## src/rtl/set_bit_serializer.sv

```systemverilog
// set_bit_serializer: enumerates the set bits of a bitset, lowest index first,
// one index per output beat. An all-zero bitset yields one empty marker beat.
module set_bit_serializer #(
  parameter int ORDER = 7
) (
  input  logic                  clk,
  input  logic                  rst_n,
  input  logic [(1<<ORDER)-1:0] inBitset,
  input  logic                  inValid,
  output logic                  inReady,
  output logic [ORDER-1:0]      outIndex,
  output logic [ORDER:0]        outOrdinal,
  output logic                  outLast,
  output logic                  outEmpty,
  output logic                  outValid,
  input  logic                  outReady
);

  localparam int N = 1 << ORDER;
  localparam logic [N-1:0] ONE_N   = 1;
  localparam logic [ORDER:0] ORD_ONE = 1;

  // one-bit state so outValid is the state flop itself
  typedef enum logic {IDLE = 1'b0, EMIT = 1'b1} state_t;

  state_t         state, state_nxt;
  logic [N-1:0]   mask;
  logic [N-1:0]   src, rest;
  logic [ORDER-1:0] lsb_idx;
  logic           load, adv, done;

  // lowest set bit wins; zero input maps to index 0
  function automatic logic [ORDER-1:0] lsb_of(input logic [N-1:0] v);
    lsb_of = '0;
    for (int i = N-1; i >= 0; i--)
      if (v[i]) lsb_of = i[ORDER-1:0];
  endfunction

  // fresh bitset on accept, remaining bits while emitting
  assign src     = (state == IDLE) ? inBitset : mask;
  assign lsb_idx = lsb_of(src);
  assign rest    = src & (src - ONE_N);

  assign inReady  = (state == IDLE);
  assign outValid = (state == EMIT);

  // state register
  always_ff @(posedge clk or negedge rst_n)
    if (!rst_n) state <= IDLE;
    else        state <= state_nxt;

  // next state and datapath strobes
  always_comb begin
    state_nxt = state;
    load      = 1'b0;
    adv       = 1'b0;
    done      = 1'b0;
    case (state)
      IDLE: if (inValid) begin
        load      = 1'b1;
        state_nxt = EMIT;
      end
      EMIT: if (outReady) begin
        if (outLast) begin
          done      = 1'b1;
          state_nxt = IDLE;
        end else begin
          adv = 1'b1;
        end
      end
      default: state_nxt = IDLE;
    endcase
  end

  // beat registers; hold whenever no strobe fires (covers stalls)
  always_ff @(posedge clk or negedge rst_n)
    if (!rst_n) begin
      mask       <= '0;
      outIndex   <= '0;
      outOrdinal <= '0;
      outLast    <= 1'b0;
      outEmpty   <= 1'b0;
    end else if (load) begin
      mask       <= rest;
      outIndex   <= lsb_idx;
      outOrdinal <= '0;
      outLast    <= (rest == '0);
      outEmpty   <= (src == '0);
    end else if (adv) begin
      mask       <= rest;
      outIndex   <= lsb_idx;
      outOrdinal <= outOrdinal + ORD_ONE;
      outLast    <= (rest == '0);
    end else if (done) begin
      outLast    <= 1'b0;
      outEmpty   <= 1'b0;
    end

endmodule

```

## config.mk

```make
export PLATFORM = sky130hd
export DESIGN_NAME = set_bit_serializer
export DESIGN_NICKNAME = d
export VERILOG_FILES = /design/src/rtl/set_bit_serializer.sv
export SDC_FILE = /design/constraint.sdc
export NUM_CORES = 1
export LEC_CHECK = 0
export ABC_AREA = 1
export BUFFER_PORTS_ARGS = -buffer_cell sky130_fd_sc_hd__buf_2
export CORE_ASPECT_RATIO = 0.5
export CORE_MARGIN = 2
export CORE_UTILIZATION = 54
export DETAILED_ROUTE_END_ITERATION = 8
export PLACE_DENSITY = 0.78
export SYNTH_ARGS = -nofsm -noshare
export SYNTH_HDL_FRONTEND = slang
export SYNTH_SLANG_ARGS = --single-unit
```

## constraint.sdc

```tcl
create_clock -name clk -period 6.6 [get_ports clk]
set_clock_uncertainty 0.05 [all_clocks]
set_input_delay 0.99 -clock clk [delete_from_list [all_inputs] [get_ports clk]]
set_output_delay 0.99 -clock clk [all_outputs]
set_load 0.005 [all_outputs]
```

# Word level (Yosys, flattened, before mapping)
# Cells that the tools add are included.
word_totals:
  elab_cells: 167
  latch_bits: 0
  n_memories: 0
  romBits: 0
  regBits: 146
  ramBits: 0
  output_inout_bits: 19
  input_bits: 132
op_classes:
  n_shift: 0
  bitwise_logic: 2
  mux: 150
  eq_ne: 1
  n_addsub: 2
  magnitude_cmp: 0
  n_mul: 0
  reduce_logical: 6
  div_mod_pow: 0
op_table:
  columns: ["operator", "n"]
  rows:
  - ["2-to-1 mux 7 bit", 130]
  - ["2-to-1 mux 128 bit", 3]
  - ["zero test 128 bit", 2]
  - ["bitwise AND 128 bit", 1]
  - ["subtractor 128 x 1 -> 128 bit, second input constant", 1]
  - ["2-to-1 mux 8 bit", 2]
  - ["2-to-1 mux 1 bit", 14]
  - ["adder 8 x 1 -> 8 bit, second input constant", 1]
  - ["nonzero test 2 bit", 2]
  - ["nonzero test 3 bit", 1]
  - ["inequality test 2 bit, second input constant", 1]
  - ["one-hot mux 1 bit (2 select lines)", 1]
  - ["AND reduction 2 bit", 1]
  - ["NOT 1 bit", 1]

# Depth between registers and ports, before layout
# Gate-level depths: netlist of run 1.
depth:
  depth_word: 131
  depth_mapped: 132
  ltp_nobuf: 131

# Worst setup path after synthesis of run 1
# OpenSTA, ideal clock, no wires.
synth_timing:
  path_kind: "input to register"
  start: "input port inBitset[126]"
  end: "register outIndex[0]"
  setup_slack_ps: -602
  path_stages: 131
  t_arrival_ps: 7036
  setup_ps: 116
  n_path_buf: 0
  required_ps: 6434
  path_cell_list: "inv_2 -> nand2_1 -> nand2_1 -> nand2_1 -> nand2_1 -> nand2_1 -> nand2_1 -> nand2_1 -> nand2_1 -> nand2_1 -> nand2_1 -> nand2_1 -> nand2_1 -> nand2_1 -> nand2_1 -> nand2_1 -> nand2_1 -> nand2_1 -> [... 95 more ...] -> nand2_1 -> nand2_1 -> nand2_1 -> nand2_1 -> nand2_1 -> nand2_1 -> nand2_1 -> nand2_1 -> nand2_1 -> nand2_1 -> nand2_1 -> nand2_1 -> nand2_1 -> nand2_1 -> nand2_1 -> nand2_1 -> nand2_1 -> nand2_1"
synth_via:
  elab_chain_len: 130
synth_lines:
  columns: ["element", "line", "text"]
  rows:
  - ["from (decl)", "8", "input logic [(1<<ORDER)-1:0] inBitset,"]
  - ["2-to-1 mux 128 bit (*)", "40", "assign src = (state == IDLE) ? inBitset : mask;"]
  - ["2-to-1 mux 7 bit (*) (127 in a row)", "36", "if (v[i]) lsb_of = i[ORDER-1:0];"]
  - ["2-to-1 mux 7 bit", "89", "end else if (adv) begin"]
  - ["2-to-1 mux 7 bit (*)", "83", "end else if (load) begin"]
  - ["to (signal assigned)", "85", "outIndex <= lsb_idx;"]
  - ["to (signal assigned)", "91", "outIndex <= lsb_idx;"]
  - ["to (decl)", "11", "output logic [ORDER-1:0] outIndex,"]
# Every way passes the cells marked *; elsewhere a longest branch is shown, timed or not. The select of a mux whose other input is x is not followed.
# A chain may end at the register's enable or synchronous reset.

# Final worst setup path of run 1
layout_timing:
  start: "input port inBitset[127]"
  end: "register outIndex[0]"
layout_via:
  elab_chain_len: 131
layout_lines:
  columns: ["element", "line"]
  rows:
  - ["2-to-1 mux 128 bit (*)", "40"]
  - ["2-to-1 mux 7 bit (*) (128 in a row)", "36"]
  - ["2-to-1 mux 7 bit", "89"]
  - ["2-to-1 mux 7 bit (*)", "83"]
# Marked as above.

==> results of run 1 <==
[layout make-up]
type,count,area [sq um]
repair buffers,255,1597
flip-flops and latches,145,3632
well taps,273,341.6
multi-input cells,1296,6101
inverters,368,1396
fillers,1984,6888
clock inverters,10,116.4
clock buffers,20,436.7
[worst register-to-register path: cells and delay by family, from the launching register on]
| kind | cells | cell delay [ns] |
|---|---|---|
| AND/OR/NAND/NOR | 127 | 7.02 |
| buffers and inverters | 1 | 0.16 |
| AO/OA/AOI/OAI | 1 | 0.17 |
| flip-flops | 1 | 0.55 |
[state kept, by name (all words and copies together), names as in the netlist]
signal	count
outValid	1
outIndex	7
outOrdinal	8
outEmpty	1
outLast	1
mask	127
[per-stage QoR]
stage / instances / utilization [%] / TNS [ns] / hold WS, ns / cell area, sq um
2_1_floorplan: 1866 / - / -0.5740 / 0.3916 / 11290
3_3_place_gp: 2332 / 62.58 / -2.095 / 0.4047 / 12830
3_5_place_dp: 2332 / 62.58 / -2.086 / 0.4086 / 12830
4_1_cts: 2362 / 65.43 / -1.384 / 0.4239 / 13420
5_1_grt: 2367 / 66.41 / -2.841 / 0.4470 / 13620
6_report: 2367 / 66.41 / -1.391 / 0.4216 / 13620
[kinds of logic (layout without fill, tap and decap cells)]
family / count (synthesis) / after routing
and+or+nand+nor: 932 / 932
buffers and inverters: 425 / 653
AOI/OAI and AO/OA: 362 / 362
DFF: 145 / 145
adders and majority gates: 1 / 1
xor gates and xnor gates: 1 / 1
[metal layers]
layer	wire, um	share of wire (%)	vias up	track usage (%)
met5	27	0.079	-	0
met4	539	1.6	4	7.297
met3	2164	6.3	46	6.292
met2	15230	45	369	49.55
met1	16130	47	5577	43.66
li1	-	-	6229	-
[cell usage after synthesis (2+ instances only)]
library cell / count / area share, %
buf_2: 4 / 0.18
a21oi_1: 33 / 1.5
a22o_1: 2 / 0.16
buf_8: 2 / 0.27
buf_4: 3 / 0.20
inv_2: 21 / 0.70
clkbuf_1: 38 / 1.3
nand4_1: 30 / 1.7
nand3_1: 40 / 1.8
buf_6: 8 / 0.80
o31ai_1: 10 / 0.67
o41ai_1: 3 / 0.23
or2_2: 114 / 6.3
o21ai_0: 247 / 11
nand3b_1: 2 / 0.13
or4_1: 2 / 0.13
clkinv_1: 3 / 0.10
nand2_1: 423 / 14
nor2_1: 270 / 9.0
dfrtp_1: 145 / 32
a31oi_1: 5 / 0.28
inv_1: 344 / 11
or2_1: 2 / 0.11
o21ai_1: 51 / 2.3
a41oi_1: 2 / 0.16
nor4b_1: 3 / 0.23
nor4_1: 18 / 1.0
o21ai_2: 2 / 0.16
nor3_1: 26 / 1.2
[path summary, 6_finish.rpt]
kind,startpoint,endpoint,cells after the start
setup / recovery,inBitset[127],outIndex[0],131
hold / removal,mask[30],mask[30],2
setup reg to reg,outValid,outIndex[0],129
hold reg to reg,mask[30],mask[30],2
max in group asynchronous,rst_n,outValid,2
min in group asynchronous,rst_n,mask[20],1
[layout by cell type, fill, tap and decap left out, drive strengths merged, types with 2 or more instances in the layout]
cell	n
inv	365
nand4	30
a31oi	5
o21ai	300
clkinvlp	2
clkbuf	21
a22o	2
nand3	40
nand2	423
o41ai	3
a41oi	2
nor4	18
nand3b	2
nor3	26
dfrtp	145
or4	2
o31ai	10
nor4b	3
clkinv	9
or2	117
nor2	270
bufinv	2
a21oi	33
buf	254
[repair_timing]
action                     CTS  global route
setup endpoints to repair    2             4
resized for setup            9            45
pin swaps                    2            12
setup buffers                0             4
gates cloned                 0             1
==> reports/qor.txt, run 1 <==
YOSYS
-------------------------------------------------------------------------------
Post-synthesis compound-gate area fraction .......................       16.83%
Async set-reset flop share out of synthesis ......................       100.0%
Fraction of synthesized area in multiplexers .....................           0%
Syn_area_per_cell ................................................  6.041 sq um
Net count after synthesis ........................................         1999
Simple logic cell fraction of the synthesized area ...............       35.74%
Cells after Synth ................................................         1866
Synth warnings ...................................................            0
Number of flops mapped to enable cells by yosys ..................            0
Cell Area, Synth ................................................. 0.01127 sq mm
Dominant combinational cell family by area after synthesis ....... simple AND/OR/NAND/NOR gates
Fraction of synthesized cell area in xor and xnor cells ..........     0.07769%
Primary FF master, synth .........................................      dfrtp_1
Sequential fraction of the synthesis area ........................       32.19%
#FFs+latches synth ...............................................          145
Count of different cell masters after synthesis ..................           42
Adder and majority gate portion of the synthesized area ..........      0.1110%

DIE
-------------------------------------------------------------------------------
Site row count ...................................................           37
IO Count .........................................................          151
Vertical die dimension ...........................................     106.2 um
Die Width ........................................................     208.3 um
Die Area ......................................................... 0.02212 sq mm
Effective utilization at floorplan ...............................       54.97%
Placeable Area ................................................... 0.02051 sq mm

TIMING
-------------------------------------------------------------------------------
Total of endpoints with negative setup slack in the final report .            1
Highest attainable clock frequency ...............................    125.1 MHz
Period utilisation layout ........................................       121.1%
Unrepaired setup endpoints after global routing ..................          yes
Remaining max-slew budget at the tightest pin ....................       26.51%
Final hold violations ............................................            0
Post-layout minimum cycle time ...................................     7.991 ns
Actual slew at the worst max-slew pin ............................     1.096 ns
Slew Limit Fails .................................................            0
Setup slack of the critical path after layout ....................    -1.391 ns

ROUTE
-------------------------------------------------------------------------------
Starting DRT DRC Count ...........................................          996
Detailed-routing iteration count for the pre-antenna-repair pass .            6
Post-route DRC ...................................................            0
Detail-routed via count per cell .................................        5.165
Average routed wire per standard cell ............................     14.40 um
Via count ........................................................       12.23k
WL final .........................................................     34090 um
Number of nets with antenna violations after detailed routing ....            0

WORST SETUP PATH
-------------------------------------------------------------------------------
Endpoint type of the worst setup path ............................     register
Register-to-register path setup slack ............................     -1.36 ns
Required time at the endpoint of the critical path ...............      6.88 ns
Critical path's largest stage delay ..............................      0.10 ns
Dominant delay contributor by cell family on the critical path ... simple AND/OR/NAND/NOR gates
Slowest stage cell on the critical path ..........................        buf_2
Type of the worst setup path ..................................... input pin to register
Critical Path Start Type .........................................    input pin
Most frequent CP cell ............................................      nand2_1
Critical path buffers and inverters ..............................            1
Arr. time, crit path .............................................      8.27 ns
Max Fanout on Critical Path ......................................            2

CLOCKING
-------------------------------------------------------------------------------
Clock sink total .................................................          145
TritonCTS clock tree .............................................         done
H-tree depth .....................................................            4
Cts-stage hold buffer count ......................................            0
CTS Buf Count ....................................................           17
Clock insertion delay at the later pin of the skew report ........      0.44 ns
Library cell used as clock root buffer ...........................    clkbuf_16
Maximum buffer depth of the clock tree ...........................            2
Clock Pin Slew Worst Setup and Hold Paths ........................      0.06 ns

FINAL LAYOUT
-------------------------------------------------------------------------------
Layout cells sized above 1 .......................................       21.63%
P&R area growth vs syn ...........................................       20.82%
Number of nets in the finished design ............................         2216
N_diodes .........................................................            0

MIN PATH
-------------------------------------------------------------------------------
Class of the tightest hold or removal check ...................... register to register

PLACEMENT
-------------------------------------------------------------------------------
Post-detail-place hpwl ...........................................     25550 um
Number of port buffers ...........................................          150
DP Worst Slack ...................................................    -1.826 ns
Global placement routability congestion ..........................       0.9596

GRT
-------------------------------------------------------------------------------
Largest net degree at the start of global routing ................          121
Vias in the first global route ...................................       11.34k
Overflow left after global routing ...............................            0
Total global routing track utilization ...........................       31.09%
First-pass GRT wire length .......................................     54810 um
Antenna violations before repair .................................            3

JOB
-------------------------------------------------------------------------------
Count of maximum capacitance violations ..........................            0

RUN STATUS
-------------------------------------------------------------------------------
Violated checks .................................................. negative setup slack
Status ........................................................... complete, but fails checks

Power of run 1 is not shown: default switching activity piles up to over one toggle a cycle in this logic, so the estimate is an artifact.
==> run 2, diff against run 1 <==
- CORE_UTILIZATION: 54 -> 55
- PLACE_DENSITY: 0.78 -> 0.77
- clock period: 6.6 -> 9.2 ns (I/O delays scaled with it)
==> run 2 against run 1 <==
  * The flow now finishes without violations
  * Count of clock-buffer cells in the layout is the same
  * Sequential cell count is the same
  * Critical path type unchanged
  * Sequential share of layout area grew 1.7 points
  * Utilization shrank 1.6 points
  * Worst setup slack gained 2.1 ns
  * Cell count shrank 4.0%
  * Non-clock buffer count shrank 93
==> reports/qor.txt, run 2 (synthesis results as in run 1) <==
TIMING
-------------------------------------------------------------------------------
Post-layout minimum cycle time ...................................     8.539 ns
Total of endpoints with negative setup slack in the final report .            0   -1
Actual slew at the worst max-slew pin ............................     1.063 ns   -0.03300 ns
Slew Limit Fails .................................................            0   unchanged
Highest attainable clock frequency ...............................    117.1 MHz
Setup slack of the critical path after layout ....................    0.6613 ns   +2.052 ns
Remaining max-slew budget at the tightest pin ....................       29.16%   +2.7 points
Summed negative setup slack over all endpoints ...................         0 ns   +1.391 ns
Final hold violations ............................................            0   unchanged
Period utilisation layout ........................................       92.81%
Unrepaired setup endpoints after global routing ..................          yes

CLOCKING
-------------------------------------------------------------------------------
TritonCTS clock tree .............................................         done
Library cell used as clock root buffer ...........................    clkbuf_16
Maximum buffer depth of the clock tree ...........................            2   unchanged
Clock sink total .................................................          145   unchanged
H-tree depth .....................................................            4   unchanged
Clock insertion delay at the later pin of the skew report ........      0.44 ns   about the same
CTS Buf Count ....................................................           17   unchanged
Clock Pin Slew Worst Setup and Hold Paths ........................      0.07 ns   about the same

ROUTE
-------------------------------------------------------------------------------
Detail-routed via count per cell .................................        5.273   +2.1%
WL final .........................................................     33090 um   -2.9%
Post-route DRC ...................................................            0   unchanged
Starting DRT DRC Count ...........................................         1061   +6.5%
Detailed-routing iteration count for the pre-antenna-repair pass .            5   -1
Average routed wire per standard cell ............................     14.56 um   +1.1%
Via count ........................................................       11.98k   -2.0%
Number of nets with antenna violations after detailed routing ....            0   unchanged

PLACEMENT
-------------------------------------------------------------------------------
Number of port buffers ...........................................          150   unchanged
Post-detail-place hpwl ...........................................     24520 um   -4.0%
DP Worst Slack ...................................................    0.3131 ns   +2.139 ns
Number of placed instances, taps included ........................         2234   -4.2%
Global placement routability congestion ..........................       0.9981   +4.0%

GRT
-------------------------------------------------------------------------------
Total global routing track utilization ...........................       30.85%   -0.24 points
Overflow left after global routing ...............................            0   unchanged
Largest net degree at the start of global routing ................          123   +1.7%
Vias in the first global route ...................................       10.86k   -4.3%
First-pass GRT wire length .......................................     53230 um   -2.9%
Antenna violations before repair .................................            4   +1

DIE
-------------------------------------------------------------------------------
Site row count ...................................................           36   -2.7%
Placeable Area ................................................... 0.01977 sq mm   -3.6%
Effective utilization at floorplan ...............................       57.01%   +2.0 points
Die Area ......................................................... 0.02173 sq mm   -1.8%
Vertical die dimension ...........................................     105.2 um   -0.88%
Die Width ........................................................     206.5 um   -0.90%
IO Count .........................................................          151   unchanged

WORST SETUP PATH
-------------------------------------------------------------------------------
Most frequent CP cell ............................................      nand2_1
Endpoint type of the worst setup path ............................     register
Register-to-register path setup slack ............................      0.82 ns   +2.18 ns
Critical path endpoint ...........................................  outIndex[0]
Endpoint of the most critical register-to-register path ..........  outIndex[0]
Number of cells traversed by the worst register-to-register path .          131   +1.6%
Arr. time, crit path .............................................      8.82 ns   +0.55 ns
Type of the worst setup path ..................................... input pin to register
Slowest stage cell on the critical path ..........................        buf_2
Reg-to-Reg Start .................................................     outValid
Max Fanout on Critical Path ......................................            2   unchanged
Required time at the endpoint of the critical path ...............      9.48 ns   +2.60 ns
Critical Path Start Type .........................................    input pin
Crit. Startpoint ................................................. inBitset[127]
Critical path's largest stage delay ..............................      0.09 ns   about the same

FINAL LAYOUT
-------------------------------------------------------------------------------
Registers with the most flip-flops ............................... mask x127, outOrdinal x8, outIndex x7
P&R area growth vs syn ...........................................       13.61%
Register name with the most flops ................................         mask
Area used by sequential logic in the layout ...................... 0.003632 sq mm   unchanged
Number of nets in the finished design ............................         2123   -4.2%
Layout cells sized above 1 .......................................       16.77%   -4.9 points
Most common library cell in the layout ignoring fill and taps ....      nand2_1
Max reg flops ....................................................          127   unchanged
Commonest cells after routing, fill and taps aside ............... 420 x nand2_1, 343 x inv_1, 269 x nor2_1, 247 x o21ai_0, 148 x buf_2
Area taken by multi-input logic gates ............................ 0.005962 sq mm   -2.3%
Post-route non-filler standard cell count ........................         2272   -4.0%
Utilization of the core after routing ............................       64.77%   -1.6 points
Total of fill cells in the finished design .......................         1981   -0.15%

MIN PATH
-------------------------------------------------------------------------------
Class of the tightest hold or removal check ...................... register to register

RUN STATUS
-------------------------------------------------------------------------------
Status ........................................................... finished clean

JOB
-------------------------------------------------------------------------------
Count of maximum capacitance violations ..........................            0   unchanged

==> run 2: cell type report <==
class | instances | area share, %
clock buffer | 20 | 3.566
clock inverter | 12 | 1.417
inverter | 368 | 10.79
antenna | 3 | 0.05862
timing repair buffer | 162 | 6.663
tap | 266 | 2.599
sequential | 145 | 28.36
multi-input combinational | 1296 | 46.55
==> run 2: critical path, delay by kind of cell <==
| family | cells | cell delay [ns] |
|---|---|---|
| buf+inv | 1 | 0.09 |
| simple gates | 130 | 7.37 |
==> run 2: worst min-delay path by stage <==
stage / cells after the start / startpoint / slack (ns) / endpoint
2_1_floorplan: 2 / mask[109] / 0.39 / mask[109]
3_3_place_gp: 2 / mask[58] / 0.41 / mask[58]
3_5_place_dp: 2 / mask[15] / 0.41 / mask[15]
4_1_cts: 2 / mask[30] / 0.43 / mask[30]
5_1_grt: 2 / mask[58] / 0.44 / mask[58]
6_report: 2 / mask[30] / 0.43 / mask[30]
==> run 2: metrics by stage <==
stage	hold slack, ns	instance area (sq um)
finish	0.4257	12810
global route	0.4432	12800
CTS	0.4272	12760
detailed placement	0.4087	12130
global placement	0.4055	12130
floorplan	0.3916	11270
==> run 2: metal layers <==
layer / share of wire, % / up-vias / track usage [%] / wire, um
met1: 46 / 5472 / 44.71 / 15380
met3: 7.2 / 43 / 5.133 / 2376
met2: 44 / 417 / 47.37 / 14700
met5: 0 / - / 0 / 0
li1: - / 6048 / - / -
met4: 1.9 / 0 / 8.673 / 635
==> run 2: repair_timing <==
item / CTS / global route
hold buffers: 0 / 0
buffers inserted: 0 / 3
endpoints found under the setup margin: 0 / 1
gates resized for setup: 0 / 5
Power of run 2 is left out for the same reason.
